$ cat src/rtl/bus_pkg.sv
// Shared types for the 3-master bus arbiter.
package bus_pkg;

  typedef enum logic [1:0] {
    IDLE = 2'd0,
    GNT0 = 2'd1,
    GNT1 = 2'd2,
    GNT2 = 2'd3
  } state_t;

  localparam logic [1:0] GRANT_NONE = 2'd3;
  localparam int NUM_MASTERS = 3;

  function automatic logic [1:0] state_to_id(input state_t s);
    return (s == IDLE) ? GRANT_NONE : (2'(s) - 2'd1);
  endfunction

  function automatic state_t id_to_state(input logic [1:0] id);
    return state_t'(id + 2'd1);
  endfunction

  function automatic logic [2:0] id_to_oh(input logic [1:0] id);
    return 3'b001 << id;
  endfunction

endpackage

$ cat src/rtl/bus_arb_pick3.sv
// Combinational 3-way priority picker; search begins at start and wraps.
module bus_arb_pick3
  import bus_pkg::*;
(
  input  logic [2:0] req,
  input  logic [1:0] start,
  output logic [1:0] idx,
  output logic       valid
);

  function automatic logic [1:0] wrap3(input logic [1:0] s, input int k);
    int v;
    v = (int'(s) + k) % NUM_MASTERS;
    return 2'(v);
  endfunction

  always_comb begin
    idx   = GRANT_NONE;
    valid = 1'b0;
    // Walk from farthest to nearest so the nearest requester wins.
    for (int k = NUM_MASTERS - 1; k >= 0; k--) begin
      if (req[wrap3(start, k)]) begin
        idx   = wrap3(start, k);
        valid = 1'b1;
      end
    end
  end

endmodule

$ cat src/rtl/bus_arbiter_3.sv
// 3-master bus arbiter: fixed priority with bounded hold and idle turnaround.
// Define BUS_ARB_ROUND_ROBIN_EN for rotating priority in IDLE.
module bus_arbiter_3
  import bus_pkg::*;
#(
  parameter int MAX_HOLD = 16,
  parameter int CNT_W    = 5
) (
  input  logic       clk,
  input  logic       reset_n,
  input  logic       m0_req,
  input  logic       m1_req,
  input  logic       m2_req,
  output logic       m0_grant,
  output logic       m1_grant,
  output logic       m2_grant,
  output logic [1:0] grant_id,
  output logic       bus_busy
);

  localparam logic [CNT_W-1:0] HOLD_LAST = CNT_W'(MAX_HOLD - 1);

  state_t           state, state_nxt;
  logic [CNT_W-1:0] hold_cnt, hold_nxt;
  logic [2:0]       mask, mask_nxt;
  logic [2:0]       req, eff_req, own_oh;
  logic [1:0]       own, start;
  logic [1:0]       eff_idx, raw_idx;
  logic             eff_vld, raw_vld;

  assign req     = {m2_req, m1_req, m0_req};
  assign eff_req = req & ~mask;
  assign own     = state_to_id(state);
  assign own_oh  = id_to_oh(own);

`ifdef BUS_ARB_ROUND_ROBIN_EN
  logic [1:0] last_owner;

  assign start = (last_owner == 2'd2) ? 2'd0 : last_owner + 2'd1;

  always_ff @(posedge clk) begin
    if (!reset_n) begin
      last_owner <= 2'd2;
    end else if (state == IDLE && state_nxt != IDLE) begin
      last_owner <= state_to_id(state_nxt);
    end
  end
`else
  assign start = 2'd0;
`endif

  bus_arb_pick3 u_pick_eff (
    .req   (eff_req),
    .start (start),
    .idx   (eff_idx),
    .valid (eff_vld)
  );

  // Fallback when only the masked master is asking.
  bus_arb_pick3 u_pick_raw (
    .req   (req),
    .start (start),
    .idx   (raw_idx),
    .valid (raw_vld)
  );

  always_comb begin
    state_nxt = state;
    hold_nxt  = hold_cnt;
    mask_nxt  = mask;
    unique case (state)
      IDLE: begin
        hold_nxt = '0;
        if (eff_vld) begin
          state_nxt = id_to_state(eff_idx);
          mask_nxt  = '0;
        end else if (raw_vld) begin
          state_nxt = id_to_state(raw_idx);
          mask_nxt  = '0;
        end
      end
      default: begin
        if (hold_cnt != HOLD_LAST) begin
          hold_nxt = hold_cnt + CNT_W'(1);
        end
        if ((req & own_oh) == 3'b000) begin
          state_nxt = IDLE;
        end else if (hold_cnt == HOLD_LAST &&
                     (req & ~own_oh) != 3'b000) begin
          state_nxt = IDLE;
          mask_nxt  = mask | own_oh;
        end
      end
    endcase
  end

  always_ff @(posedge clk) begin
    if (!reset_n) begin
      state    <= IDLE;
      hold_cnt <= '0;
      mask     <= '0;
    end else begin
      state    <= state_nxt;
      hold_cnt <= hold_nxt;
      mask     <= mask_nxt;
    end
  end

  assign m0_grant = (state == GNT0);
  assign m1_grant = (state == GNT1);
  assign m2_grant = (state == GNT2);
  assign grant_id = own;
  assign bus_busy = (state != IDLE);

endmodule
$ cat config.mk
export PLATFORM = sky130hd
export DESIGN_NAME = bus_arbiter_3
export DESIGN_NICKNAME = d
export VERILOG_FILES = /design/src/rtl/bus_pkg.sv /design/src/rtl/bus_arb_pick3.sv /design/src/rtl/bus_arbiter_3.sv
export SDC_FILE = /design/constraint.sdc
export NUM_CORES = 1
export LEC_CHECK = 0
export BUFFER_PORTS_ARGS = -buffer_cell sky130_fd_sc_hd__buf_2
export CORE_MARGIN = 5
export CORE_UTILIZATION = 40
export CTS_BUF_LIST = sky130_fd_sc_hd__clkbuf_8
export DETAILED_ROUTE_END_ITERATION = 8
export HOLD_SLACK_MARGIN = 0.12
export PLACE_DENSITY = 0.66
export SYNTH_ARGS = -nofsm -noshare
export SYNTH_HDL_FRONTEND = slang
export SYNTH_SLANG_ARGS = --single-unit
$ cat constraint.sdc
create_clock -name clk -period 5.1 [get_ports clk]
set_input_delay 0 -clock clk [delete_from_list [all_inputs] [get_ports clk]]
set_output_delay 0 -clock clk [all_outputs]
set_load 0.005 [all_outputs]
==> After elaboration in Yosys (flattened, before gate mapping) <==
Cells that the tools add are included.
{ "classes": {"addsub": 4, "eq_ne": 7, "n_shift": 1, "n_mux": 23, "bitwise_logic": 7, "reduce_logical": 10} }
{ "op_table": {"columns": ["operator", "n"], "rows": [
  ["two-way mux 2 bit", 10],
  ["two-way mux 3 bit", 5],
  ["AND 3 bit", 3],
  ["two-way mux 1 bit", 8],
  ["NOT 3 bit", 2],
  ["nonzero test 3 bit", 2],
  ["adder 5 x 1 -> 5 bit (second input constant)", 1],
  ["== test 5 x 4 -> 1 bit (second input constant)", 1],
  ["inequality test 5 x 4 -> 1 bit (second input constant)", 1],
  ["adder 2 x 1 -> 2 bit (second input constant)", 2],
  ["== test 2 bit (second input constant)", 2],
  ["nonzero test 2 bit", 2],
  ["zero test 3 bit", 1],
  ["inequality test 3 bit (second input constant)", 1],
  ["OR 3 bit", 1],
  ["AND reduction 3 bit", 1],
  ["<< shifter 1 x 2 -> 3 bit (first input constant)", 1],
  ["== test 2 x 1 -> 1 bit (second input constant)", 1],
  ["zero test 2 bit", 1],
  ["inequality test 2 bit (second input constant)", 1],
  ["AND reduction 2 bit", 1],
  ["OR reduction 2 bit", 1],
  ["subtractor 2 x 1 -> 2 bit (second input constant)", 1],
  ["logical AND 1 bit", 1],
  ["NOT 1 bit", 1]
]} }
{ "totals": {"ff_bits": 10, "input_bits": 5, "out_inout_bits": 6, "elab_cells": 55} }

==> Depth between registers and ports, before layout <==
Gate-level depths: netlist of the first run.
{ "depth": {"word_depth": 10, "mapped_depth": 8, "mapped_depth_nobuf": 7} }

==> Modules after synthesis <==
From an unflattened synthesis of the first run, not the netlist that was laid out.
{ "hier_totals": {"cells_unflattened": 139, "area_unflattened_um2": 1071.0} }
{ "by_module_without_submodules": {"columns": ["mod", "n_inst", "cells_each", "area_each_um2", "seq_area_each_um2"], "rows": [
  ["bus_arbiter_3", 1, 75, 628.1, 200.2],
  ["bus_arb_pick3", 2, 32, 221.5, 0.0]
]} }

==> Worst setup path before layout of the first run <==
OpenSTA, ideal clock, no wires.
{ "synth_timing": {"kind": "register -> register", "startpoint": "reg hold_cnt[0]", "endpoint": "reg with a tool-made name", "setup_ps": 127, "t_arrival_ps": 1523, "t_required_ps": 4973, "slack_ps": 3450, "path_stages_with_launch": 9, "n_path_buf": 1, "synth_period_minus_slack_ps": 1650, "cell_sequence": "dfxtp_1 > ha_1 > and3_1 > ha_1 > clkbuf_1 > o31a_1 > a21oi_2 > o211ai_1 > o31ai_1"} }
{ "synth_lines": {"columns": ["item", "line_no", "text"], "rows": [
  ["start: declaration", "bus_arbiter_3.sv:24", "logic [CNT_W-1:0] hold_cnt, hold_nxt;"],
  ["start signal: assignment", "bus_arbiter_3.sv:104", "hold_cnt <= hold_nxt;"]
]} }

==> flow_summary.json, run 1 <==
{
  "worstMarginPinSlew_ns": 0.385,
  "first_pass_iters": 4,
  "h_tree_lvl_count": 1,
  "ant_nets": 0,
  "die_w_um": 48.7,
  "cts.repair_timing.setup_buffer_count": 0,
  "peakVddDrop_v": 0.000238,
  "layout.nets": 100,
  "synth_area_sq_um": 598,
  "dieHeight_um": 48.7,
  "core_area_sq_um": 1450,
  "flip_flop_cell_with_the_highest_count_after_synthesis": "dfxtp_1",
  "post_cts_clock_slew_at_the_launch_and_capture_registers_of_the_worst_setup_and_hold_paths_ns": 0.04,
  "final-instance-count-excl-fill": 102,
  "synth_seq_area_share_pct": 33.5,
  "clk_root_buffer_cell": "clkbuf_8",
  "gr-total-overflow": 0,
  "switching_power_w": 0.0000569,
  "tritoncts_clock_tree": "done",
  "vias_per_cell": 5.10,
  "met3WireLength_um": 64,
  "floorplan.initialDensity_pct": 41.1,
  "crit_path_cell_trace": "inv_1, ha_1, a222oi_1, inv_1, a21oi_2, o211ai_1, o31ai_1",
  "num_antenna_cells": 0,
  "clk_path_buf_depth": 2,
  "startpoint_type": "flop",
  "cp.required_ns": 5.23,
  "internal_power_w": 0.000152,
  "totalNegativeSetupSlack_ns": 0,
  "crit_arrival_ns": 1.96,
  "gp_routability_congestion": 0.826,
  "numPlacedInstances": 98,
  "antenna_found_initial": 0,
  "hp-class": "in -> reg",
  "worst-setup-path-type": "reg -> reg",
  "run_status": "finished clean",
  "post-synth-top-area-cell": "dfxtp_1",
  "worstSetupStartpoint": "state[0]",
  "synthesis.nets": 85,
  "ys_async_sr_fraction_pct": 0,
  "initialDrtViolationCount": 15,
  "dieArea_sq_um": 2370,
  "rsz_0062_raised_after_global_routing": "no",
  "vias_in_the_first_global_route": 474,
  "met2RoutedLength_um": 552,
  "synth_area_per_cell_sq_um": 8.19,
  "numCtsBuffers": 3,
  "clk-insertion-delay-late_ns": 0.23,
  "power_density_nw_per_um2": 292,
  "sw_share_pct": 27.3,
  "ys_warn_count": 0,
  "grt_first_pass_wirelength_um": 2030,
  "wirelength_met1_um": 589,
  "critPathMaxFanout": 9,
  "ys_ff_latch": 10,
  "cts.hold.buffers_added": 1,
  "reg2reg_from": "state[0]",
  "slew_violations": 0,
  "max_cap_violations": 0,
  "post-route-drc-count": 0,
  "setup_viol": 0,
  "post_drt_wl_per_cell_um": 11.9,
  "wl_um": 1210,
  "detailed_place_hpwl_um": 937,
  "io_buffers": 10,
  "power_frac_comb_pct": 20.4,
  "max_stage_delay_ns": 0.48,
  "layout_worst_path_cycle_share_pct": 35.9,
  "tightest_slew_margin_relative_to_the_limit_pct": 74.4,
  "ioPinCount": 11,
  "cts_sinks": 10,
  "critPathCaptureType": "flop",
  "route.vias.total": 520,
  "leakage_nw": 0.313,
  "grt_max_degree": 10,
  "synth.lib_cells_used.distinct": 27,
  "worstHoldStart": "m0_req",
  "final_cell_mix": "nor2_1 (10), dfxtp_1 (10), buf_2 (10)",
  "grt_use_total_pct": 10.7,
  "cpMostUsedCell": "inv_1",
  "cell_at_the_slowest_stage_of_the_critical_path": "dfxtp_1",
  "sequentialPowerShare_pct": 42.7,
  "dr.max_layer_used": "met4",
  "fp-row-count": 14,
  "post_layout_minimum_cycle_time_ns": 1.83,
  "area_delta_synth_final_pct": 19.7,
  "synth-edff-count": 0,
  "maxClockFrequency_mhz": 546,
  "netlist_instances": 73,
  "synth.area.top_cells": "dfxtp_1 (33%), ha_1 (15%), nor2_1 (6.3%)",
  "fraction_of_layout_cells_with_a_size_suffix_above_1_pct": 16.3,
  "postCtsResizedCells": 0,
  "skew_ns": 0.00384,
  "hold_viol_final": 0,
  "synthDominantCellAreaShare_pct": 33.5,
  "power.clock.fraction_pct": 36.9
}
-- final cells by class --
type / count / area (sq um)
timing repair buffer: 11 / 60.1
sequential: 10 / 200
inverter: 9 / 33.8
tap: 16 / 20.0
multi-input combinational: 53 / 360
fill: 143 / 738
clock buffer: 3 / 41.3
-- path summary, 6_finish.rpt --
kind | slack (ns) | to | cells after the start
setup reg to reg | 3.27 | flop | 7
hold / removal | 0.18 | state[1] | 4
setup / recovery | 3.27 | flop | 7
hold reg to reg | 0.50 | hold_cnt[4] | 2
-- metal layers --
metal	GRT usage, %	up-vias
met5	0	-
met4	2.69	0
met3	5.52	2
met2	15.0	9
met1	14.2	235
li1	-	274
-- power by group through the flow --
stage	Clock, W	Combinational (W)	Sequential (W)
finish	0.0000770	0.0000426	0.0000890
global route	0.0000829	0.0000485	0.0000898
CTS	0.0000799	0.0000425	0.0000888
detailed placement	0	0.0000414	0.0000902
global placement	0	0.0000416	0.0000902
floorplan	0	0.0000271	0.0000887
-- critical path, delay by kind of cell, from the launching register on --
kind            cells  cell delay, ns
fa+ha+maj           1            0.24
buf+inv             2            0.23
compound gates      4            0.80
flops               1            0.48
-- synth_stat cells, types with 2 or more instances --
master,instances
nor2_1,10
nand2_1,4
o21ai_0,2
nor2b_1,4
ha_1,7
inv_1,9
xor2_1,2
a21oi_1,3
nor3_1,2
o21ai_1,2
dfxtp_1,10
o31ai_1,2
o211ai_1,2
-- per-stage QoR --
step	setup slack [ns]	area (sq um)	util, %	hold slack (ns)	power, W
floorplan	3.45	598	-	0.137	0.000116
global placement	3.27	664	45.7	0.330	0.000132
detailed placement	3.29	664	45.7	0.332	0.000132
CTS	3.29	716	49.2	0.170	0.000211
global route	3.08	716	49.2	0.201	0.000221
finish	3.27	716	49.2	0.180	0.000209
-- cell families (layout without fill, tap and decap cells) --
| logic type | after synthesis | in the layout | share of synthesized area (%) |
|---|---|---|---|
| multiplexers | 1 | 1 | 1.67 |
| AO/OA/AOI/OAI | 17 | 17 | 19.0 |
| adder cells (fa/ha/maj) | 7 | 7 | 14.6 |
| AND/OR/NAND/NOR | 25 | 25 | 20.5 |
| XOR/XNOR | 3 | 3 | 4.39 |
| flip-flops | 10 | 10 | 33.5 |
| buffers and inverters | 10 | 23 | 6.28 |
Power figures use the tool's default switching activity.
==> inputs of run 2 (changes only) <==
==> constraint.sdc (replaced) <==
create_clock -name clk -period 1.75 [get_ports clk]
set_input_delay 0 -clock clk [delete_from_list [all_inputs] [get_ports clk]]
set_output_delay 0 -clock clk [all_outputs]
set_load 0.005 [all_outputs]
==> flow_summary.json, run 2 (synthesis gave the netlist of run 1 again) <==
{
  "h_tree_lvl_count": 1,
  "worstMarginPinSlew_ns": 0.372,
  "numPlacedInstances": 100,
  "layout_worst_path_cycle_share_pct": 91.9,
  "dieHeight_um": 48.7,
  "globalRouteMet2Util_pct": 15.7,
  "filler_cell_count": 145,
  "layout.nets": 102,
  "switching_power_w": 0.000173,
  "ant_nets": 0,
  "grt_busiest_layer": "met2",
  "peakVddDrop_v": 0.000927,
  "fraction_of_layout_cells_with_a_size_suffix_above_1_pct": 24.7,
  "maxClockFrequency_mhz": 622,
  "post_layout_minimum_cycle_time_ns": 1.61,
  "fin_worst_hold_slack_ns": 0.185,
  "first_pass_iters": 5,
  "initialDrtViolationCount": 6,
  "dieArea_sq_um": 2370,
  "grt.met3_usage_pct": 5.52,
  "detailed_place_hpwl_um": 896,
  "crit_arrival_ns": 1.76,
  "gr-total-overflow": 0,
  "skew_ns": 0.00326,
  "io_buffers": 10,
  "route.vias.total": 537,
  "critPathMaxFanout": 3,
  "floorplan.initialDensity_pct": 41.1,
  "setup_viol": 0,
  "worstReg2RegEnd": "state[0]",
  "slew_violations": 0,
  "power_density_nw_per_um2": 884,
  "grt_use_total_pct": 11.1,
  "worstSetupStartpoint": "hold_cnt[0]",
  "final_core_utilization_pct": 52.1,
  "clk_root_buffer_cell": "clkbuf_8",
  "startpoint_type": "flop",
  "area_delta_synth_final_pct": 26.6,
  "wl_um": 1130,
  "antenna_found_initial": 0,
  "reg2reg_from": "hold_cnt[0]",
  "clk-insertion-delay-late_ns": 0.23,
  "grt_max_degree": 9,
  "gp_routability_congestion": 0.823,
  "post_cts_clock_slew_at_the_launch_and_capture_registers_of_the_worst_setup_and_hold_paths_ns": 0.04,
  "core_area_sq_um": 1450,
  "numCtsBuffers": 3,
  "hp-class": "in -> reg",
  "critPathCaptureType": "flop",
  "die_w_um": 48.7,
  "cts.repair_timing.setup_buffer_count": 0,
  "worst-setup-path-type": "reg -> reg",
  "post-route-drc-count": 0,
  "final-instance-count-excl-fill": 105,
  "tritoncts_clock_tree": "done",
  "rsz_0062_raised_after_global_routing": "no",
  "internal_power_w": 0.000496,
  "totalNegativeSetupSlack_ns": 0,
  "sequentialPowerShare_pct": 38.4,
  "vias_per_cell": 5.11,
  "run_status": "finished clean",
  "final_cell_mix": "nor2_1 (10), buf_2 (10), inv_1 (8), dfxtp_1 (8), ha_1 (5)",
  "grt_met1_usage_pct": 15.5,
  "vias_in_the_first_global_route": 492,
  "hold_viol_final": 0,
  "r2r.worst_path.cells": 7,
  "fp-row-count": 14,
  "post_drt_wl_per_cell_um": 10.8,
  "sw_share_pct": 25.8,
  "num_antenna_cells": 0,
  "grt_first_pass_wirelength_um": 2150,
  "cts_sinks": 10,
  "leakage_nw": 0.329,
  "cp.required_ns": 1.90,
  "power.clock.fraction_pct": 42.0,
  "ioPinCount": 11,
  "tightest_slew_margin_relative_to_the_limit_pct": 75.2,
  "endpoint": "state[0]",
  "clk_path_buf_depth": 2,
  "power_frac_comb_pct": 19.6,
  "max_cap_violations": 0,
  "r2r_setup_slack_ns": 0.14
}
run 2: what timing repair did:
action,in CTS,in global routing
endpoints found under the hold margin,5,0
endpoints found under the setup margin,0,3
gates resized for setup,0,7
hold buffers,1,0
run 2: per-layer routing:
layer  share of wire, %  vias to the layer above
li1                   -                      284
met1                 50                      242
met2                 45                       11
met3                4.5                        0
met4                  0                        0
met5                  0                        -
run 2: worst min path at each step:
stage	from	slack, ns	cells past startpoint	to
6_report	m2_req	0.18	4	state[1]
5_1_grt	m0_req	0.22	4	state[1]
4_1_cts	m0_req	0.18	4	state[1]
3_5_place_dp	reset_n	0.32	3	flop
3_3_place_gp	reset_n	0.34	3	flop
2_1_floorplan	reset_n	0.14	2	state[1]
run 2: area by class of cell:
class	count	area, sq um	share of cell area (%)
Clock buffer	4	55.1	7.27
Sequential cell	10	208	27.4
Multi-Input combinational cell	53	365	48.3
Tap cell	16	20.0	2.64
Timing Repair Buffer	13	75.1	9.92
Inverter	9	33.8	4.46
run 2: worst max-delay path: stages (launching register included):
cell and delay (ns):
dfxtp_1 0.32, ha_1 0.20, and3_1 0.18, ha_1 0.20, o31a_1 0.14, nor3_1 0.24
o21ai_1 0.09, a21boi_1 0.16
run 2: power groups by stage:
stage	Clock, W	Sequential, W	Combinational, W
2_1_floorplan	0	0.000259	0.0000790
3_3_place_gp	0	0.000259	0.000127
3_5_place_dp	0	0.000260	0.000127
4_1_cts	0.000290	0.000255	0.000130
5_1_grt	0.000311	0.000259	0.000150
6_report	0.000281	0.000257	0.000131
run 2: per-stage QoR:
step | total power, W | setup slack (ns) | area (sq um)
after detailed placement | 0.000387 | 0.0225 | 679
after global routing | 0.000721 | 0.00186 | 757
final | 0.000669 | 0.141 | 757
after CTS | 0.000675 | 0.0167 | 744
after global placement | 0.000386 | 0.0624 | 679
after floorplan | 0.000338 | 0.100 | 598
